--- src/rtl/inst_fetch_pkg.sv ---
// Shared CPU definitions for the instruction fetch slice: default widths,
// instruction field positions, the NOP encoding and the fetch FSM states.
package inst_fetch_pkg;

    localparam int PC_W_DEF   = 8;
    localparam int INST_W_DEF = 16;

    // Instruction word layout: [15:12] opcode, [11:8] reg A, [7:4] reg B, [7:0] imm
    localparam int OPCODE_MSB = 15;
    localparam int OPCODE_LSB = 12;
    localparam int REGA_MSB   = 11;
    localparam int REGA_LSB   = 8;
    localparam int REGB_MSB   = 7;
    localparam int REGB_LSB   = 4;
    localparam int IMM_MSB    = 7;
    localparam int IMM_LSB    = 0;

    // All-zero word decodes as NOP; presented whenever the buffer is empty
    localparam logic [INST_W_DEF-1:0] NOP_INST = 16'h0000;

    // IDLE: no memory request outstanding; WAIT: mem_req high, awaiting mem_ack
    typedef enum logic {
        ST_IDLE = 1'b0,
        ST_WAIT = 1'b1
    } fetch_state_e;

endpackage

--- src/rtl/inst_fetch_fifo2.sv ---
// inst_fifo2: two-entry in-order instruction buffer with push, pop and flush.
// Simultaneous push and pop keeps occupancy and ordering; flush wins over both.
// Storage is not reset: only the occupancy and read pointer are control state.
module inst_fetch_fifo2
    import inst_fetch_pkg::*;
#(
    parameter int W = INST_W_DEF
) (
    input  logic         clk,
    input  logic         reset,
    input  logic         push,
    input  logic [W-1:0] push_data,
    input  logic         pop,
    input  logic         flush,
    output logic [1:0]   count,
    output logic [W-1:0] head
);

    logic [1:0]   count_q, count_d;
    logic         rd_q, rd_d;
    logic [W-1:0] slot0_q, slot0_d;
    logic [W-1:0] slot1_q, slot1_d;
    logic         wr_idx;

    // Next occupancy, read pointer and slot contents
    always_comb begin
        count_d = count_q;
        rd_d    = rd_q;
        slot0_d = slot0_q;
        slot1_d = slot1_q;
        // Tail slot is rd + count (mod 2); when full with a pop this is the slot being freed
        wr_idx  = rd_q ^ count_q[0];
        if (flush) begin
            count_d = 2'd0;
            rd_d    = 1'b0;
        end else begin
            if (pop) begin
                rd_d = ~rd_q;
            end
            count_d = count_q + {1'b0, push} - {1'b0, pop};
            if (push) begin
                if (wr_idx) begin
                    slot1_d = push_data;
                end else begin
                    slot0_d = push_data;
                end
            end
        end
    end

    // Control state with synchronous reset
    always_ff @(posedge clk) begin
        if (reset) begin
            count_q <= 2'd0;
            rd_q    <= 1'b0;
        end else begin
            count_q <= count_d;
            rd_q    <= rd_d;
        end
    end

    // Instruction storage, no reset needed
    always_ff @(posedge clk) begin
        slot0_q <= slot0_d;
        slot1_q <= slot1_d;
    end

    assign count = count_q;
    assign head  = rd_q ? slot1_q : slot0_q;

endmodule

--- src/rtl/inst_fetch.sv ---
// Instruction fetch unit: owns the PC, reads program memory over a req/ack
// handshake (one request outstanding), buffers up to two words and presents
// them in order to the instruction register. jmp flushes and redirects; a
// request already in flight is left to complete and its data is discarded.
// Optional feature: define FETCH_BOUNDS_EN to refuse fetches above PC_LIMIT
// and raise a sticky fault (cleared by reset or an in-range jmp).
module inst_fetch
    import inst_fetch_pkg::*;
#(
    parameter int              PC_W     = PC_W_DEF,
    parameter int              INST_W   = INST_W_DEF,
    parameter logic [PC_W-1:0] PC_RESET = '0,
    parameter logic [PC_W-1:0] PC_LIMIT = '1
) (
    input  logic              clk,
    input  logic              reset,
    output logic              mem_req,
    output logic [PC_W-1:0]   mem_addr,
    input  logic              mem_ack,
    input  logic [INST_W-1:0] mem_rdata,
    output logic [INST_W-1:0] inst,
    output logic              inst_valid,
    input  logic              inst_take,
    input  logic              jmp,
    input  logic [PC_W-1:0]   jmp_target,
    input  logic              halt,
    output logic [PC_W-1:0]   pc_next,
    output logic              fault
);

    fetch_state_e      state_q, state_d;
    logic              req_q, req_d;
    logic [PC_W-1:0]   addr_q, addr_d;
    logic [PC_W-1:0]   pc_q, pc_d;
    logic              drop_q, drop_d;

    logic [1:0]        fifo_count;
    logic [INST_W-1:0] fifo_head;
    logic              buf_valid;
    logic              ack_accept;
    logic              push;
    logic              pop;
    logic [1:0]        count_post;
    logic              room;
    logic              want_issue;
    logic              issue;
    logic              in_bounds;
    logic              fetch_blocked;

`ifdef FETCH_BOUNDS_EN
    logic              fault_q, fault_d;

    assign in_bounds     = (pc_q <= PC_LIMIT);
    assign fetch_blocked = fault_q;
    assign fault         = fault_q;
`else
    logic              unused_pc_limit;

    assign in_bounds       = 1'b1;
    assign fetch_blocked   = 1'b0;
    assign fault           = 1'b0;
    assign unused_pc_limit = ^PC_LIMIT;
`endif

    assign buf_valid  = (fifo_count != 2'd0);
    // Stray acks outside WAIT (e.g. after a reset mid-request) are ignored
    assign ack_accept = (state_q == ST_WAIT) && mem_ack;
    // A redirect flushes the buffer, so it overrides both the take and a coincident ack
    assign pop        = inst_take && buf_valid && !jmp;
    assign push       = ack_accept && !drop_q && !jmp;
    // Issue uses post-take occupancy so a take frees a slot in the same cycle
    assign count_post = fifo_count - {1'b0, pop};
    assign room       = (count_post < 2'd2);
    assign want_issue = (state_q == ST_IDLE) && !halt && !jmp && !fetch_blocked && room;
    assign issue      = want_issue && in_bounds;

    // Fetch FSM next state, PC advance, redirect and drop bookkeeping
    always_comb begin
        state_d = state_q;
        addr_d  = addr_q;
        pc_d    = pc_q;
        drop_d  = drop_q;
        case (state_q)
            ST_IDLE: begin
                if (issue) begin
                    state_d = ST_WAIT;
                    addr_d  = pc_q;
                    pc_d    = pc_q + PC_W'(1);
                end
            end
            ST_WAIT: begin
                if (mem_ack) begin
                    state_d = ST_IDLE;
                    drop_d  = 1'b0;
                end else if (jmp) begin
                    // Request cannot be withdrawn; remember to discard its data
                    drop_d = 1'b1;
                end
            end
            default: state_d = ST_IDLE;
        endcase
        if (jmp) begin
            pc_d = jmp_target;
        end
        req_d = (state_d == ST_WAIT);
    end

`ifdef FETCH_BOUNDS_EN
    // Sticky bounds fault: set on a refused fetch, cleared by an in-range redirect
    always_comb begin
        fault_d = fault_q;
        if (jmp) begin
            fault_d = fault_q && (jmp_target > PC_LIMIT);
        end else if (want_issue && !in_bounds) begin
            fault_d = 1'b1;
        end
    end
`endif

    // Fetch FSM state and registered memory-side outputs
    always_ff @(posedge clk) begin
        if (reset) begin
            state_q <= ST_IDLE;
            req_q   <= 1'b0;
            addr_q  <= '0;
            pc_q    <= PC_RESET;
            drop_q  <= 1'b0;
`ifdef FETCH_BOUNDS_EN
            fault_q <= 1'b0;
`endif
        end else begin
            state_q <= state_d;
            req_q   <= req_d;
            addr_q  <= addr_d;
            pc_q    <= pc_d;
            drop_q  <= drop_d;
`ifdef FETCH_BOUNDS_EN
            fault_q <= fault_d;
`endif
        end
    end

    inst_fetch_fifo2 #(
        .W(INST_W)
    ) u_fifo (
        .clk       (clk),
        .reset     (reset),
        .push      (push),
        .push_data (mem_rdata),
        .pop       (pop),
        .flush     (jmp),
        .count     (fifo_count),
        .head      (fifo_head)
    );

    assign mem_req    = req_q;
    assign mem_addr   = addr_q;
    assign pc_next    = pc_q;
    assign inst_valid = buf_valid;
    assign inst       = buf_valid ? fifo_head : INST_W'(NOP_INST);

endmodule
--- config.mk ---
export PLATFORM = sky130hd
export DESIGN_NAME = inst_fetch
export DESIGN_NICKNAME = d
export VERILOG_FILES = /design/src/rtl/inst_fetch_pkg.sv /design/src/rtl/inst_fetch_fifo2.sv /design/src/rtl/inst_fetch.sv
export SDC_FILE = /design/constraint.sdc
export NUM_CORES = 1
export LEC_CHECK = 0
export CORE_MARGIN = 2
export CORE_UTILIZATION = 43
export DETAILED_ROUTE_END_ITERATION = 12
export GPL_ROUTABILITY_DRIVEN = 0
export GPL_TIMING_DRIVEN = 0
export MAX_ROUTING_LAYER = met4
export PLACE_DENSITY = 0.79
export SLEW_MARGIN = 20
export SYNTH_ARGS = -nofsm -noshare
export SYNTH_HDL_FRONTEND = slang
export SYNTH_HIERARCHICAL = 1
export SYNTH_SLANG_ARGS = --single-unit
--- constraint.sdc ---
create_clock -name clk -period 2.3 [get_ports clk]
set_clock_uncertainty 0.2 [all_clocks]
set_input_delay 0.345 -clock clk [delete_from_list [all_inputs] [get_ports clk]]
set_output_delay 0.345 -clock clk [all_outputs]
set_load 0.005 [all_outputs]
==> qor.yml <==
core_area_mm2: 0.00547
gr-total-overflow: 0
finalSetupTns_ns: 0
via_per_inst: 4.94
ys_warn_count: 6
synth.yosys.seq_area_share_pct: 56.8
clock_sinks: 53
irDropWorstVdd_mv: 0.342
grt_pass1_wl_um: 7430
dieHeight_um: 79.2
drt_iter0_drc: 53
ys_types: 39
netlist_area_mm2: 0.00243
remaining_drc_errors: 0
path_clk_slew_ns: 0.09
power.density_mw_per_mm2: 544
synth_top_area_share_pct: 39.5
cts_hold_buffers: 0
track_usage_pct: 15.7
finalCriticalPeriod_ns: 2.23
whs_ns: 0.152
drive_gt1_share_pct: 20.4
antenna_cells: 0
rows: 27
hold_viol: 0
drtAntennaViolNets: 0
syn_inst: 180
post-route-period-util_pct: 96.9
rsz0062_at_grt: "no"
wl_per_cell_um: 14.9
synth_area_leaders: "edfxtp_1, dfxtp_1, mux2_4"
synthFlopType: "edfxtp_1"
syn_to_final_growth_pct: 39.4
die_area_mm2: 0.00627
setup_violations: 0
place_ws_ns: -0.687
slew_viol_final: 0
cp-start-kind: "flop"
cts_tree: "done"
die_w_um: 79.2
synth-seq-cells: 53
root_buffer: "clkbuf_8"
p_total_mw: 1.84
synth_edf_count: 32
dp_hpwl_um: 3300
critPathKind: "flop to primary output"
crit_path_end_kind: "primary output"
h-tree-depth: 2
syn_area_per_cell_um2: 13.5
numPortBuffers: 63
fmax_mhz: 449
worst_slack_ns: 0.0713
syn_nets: 213
ios: 65
hold_path.class: "input port to flop"
grt_pass1_vias: 1621
wirelength_um: 4880
leakage_nw: 1.33
start_util_pct: 44.4
clockBufferDepth: 2
synth_top_cell_by_area: "edfxtp_1"
crit_fanout: 5
via_count: 1614
run_status: "complete, no violations"
grt_antenna_before_repair: 0
drt_pass1_iterations: 4
cts_buffers: 5
critPathArrivalTime_ns: 1.68
fill_cells: 437
async_flop_share_pct: 0
clk_latency_ns: 0.29
fin_nets: 287
cap_violations: 0
grt_max_degree: 17
crit_required_ns: 1.75
through the flow:
step | instance area [µm²] | util (%) | instances
floorplan | 2430 | - | 180
global placement | 3150 | 57.6 | 315
detailed placement | 3160 | 57.7 | 315
CTS | 3350 | 61.1 | 326
global route | 3390 | 61.9 | 327
finish | 3390 | 61.9 | 327
Yosys cell counts (all sizes together), types with 3 or more instances:
library cell  number
mux2              17
edfxtp            32
a21oi              6
nor2              17
a211oi             9
clkbuf             4
mux2i              9
nor2b             17
buf                6
inv                8
dfxtp             21
ha                 3
nor3               4
xnor2              6
a2111oi            3
power by group:
| group | internal [mW] | switching [mW] |
|---|---|---|
| logic | 0.114 | 0.0715 |
| registers | 1.02 | 0.0233 |
| clock network | 0.327 | 0.284 |
layout make-up:
| type | count | area (µm²) | share of cell area [%] |
|---|---|---|---|
| flip-flops and latches | 53 | 1380 | 40.8 |
| multi-input cells | 109 | 967 | 28.5 |
| repair buffers | 68 | 711 | 21.0 |
| plain buffers | 9 | 91.3 | 2.70 |
| well taps | 72 | 90.1 | 2.66 |
| clock buffers | 6 | 72.6 | 2.14 |
| clock inverters | 2 | 38.8 | 1.14 |
| inverters | 8 | 33.8 | 0.997 |
registers in the layout (all words and copies together), names as in the netlist:
| register | count |
|---|---|
| u_fifo/count | 2 |
| mem_addr | 8 |
| pc_next | 8 |
| drop_q | 1 |
| u_fifo/rd_q | 1 |
| mem_req | 1 |
| u_fifo/slot1_q | 16 |
| u_fifo/slot0_q | 16 |
cells in the final DEF, fill, tap and decap left out, types with 7 or more instances in the layout:
cell type and count:
clkdlybuf4s50_1 46, edfxtp_1 32, dfxtp_1 19, nor2b_1 16
nor2_1 15, dlygate4sd2_1 11, mux2i_1 9, mux2_4 9
inv_1 7, mux2_2 7
routing by layer:
| layer | share of wire [%] | global-route usage (%) | wire [µm] | vias up |
|---|---|---|---|---|
| li1 | - | - | - | 790 |
| met1 | 42 | 18.6 | 2060 | 761 |
| met2 | 52 | 27.5 | 2530 | 57 |
| met3 | 4.6 | 3.41 | 224 | 6 |
| met4 | 1.1 | 3.45 | 55 | 0 |
| met5 | 0 | - | 0 | - |
kinds of logic after synthesis:
group / share of synthesized area, %
adder cells (fa/ha/maj): 1.54
other: 0.154
buffers and inverters: 4.32
XOR/XNOR: 3.45
multiplexers: 13.0
AO/OA/AOI/OAI: 8.49
AND/OR/NAND/NOR: 12.2
flip-flops: 56.8
final timing paths:
kind,startpoint,to,slack (ns),cells after the start
max,u_fifo/rd_q,inst[11],0.07,5
min,jmp,u_fifo/rd_q,0.15,2
max reg2reg,u_fifo/count[1],u_fifo/count[1],0.20,9
min reg2reg,mem_addr[7],mem_addr[7],0.30,2
critical path, stage by stage (launching register included):
cell and delay, ns:
dfxtp_2 0.32, buf_6 0.12, bufbuf_16 0.27, mux2_4 0.29
nor2b_1 0.13, dlygate4sd2_1 0.26
repair_timing:
item                                    in CTS  in global routing
resized for setup                           24                  9
endpoints found under the setup margin      51                 38
setup buffers                                3                  1
pin swaps                                    1                  0
cloned                                       1                  0
No activity file was read; power rests on OpenSTA's default activity.
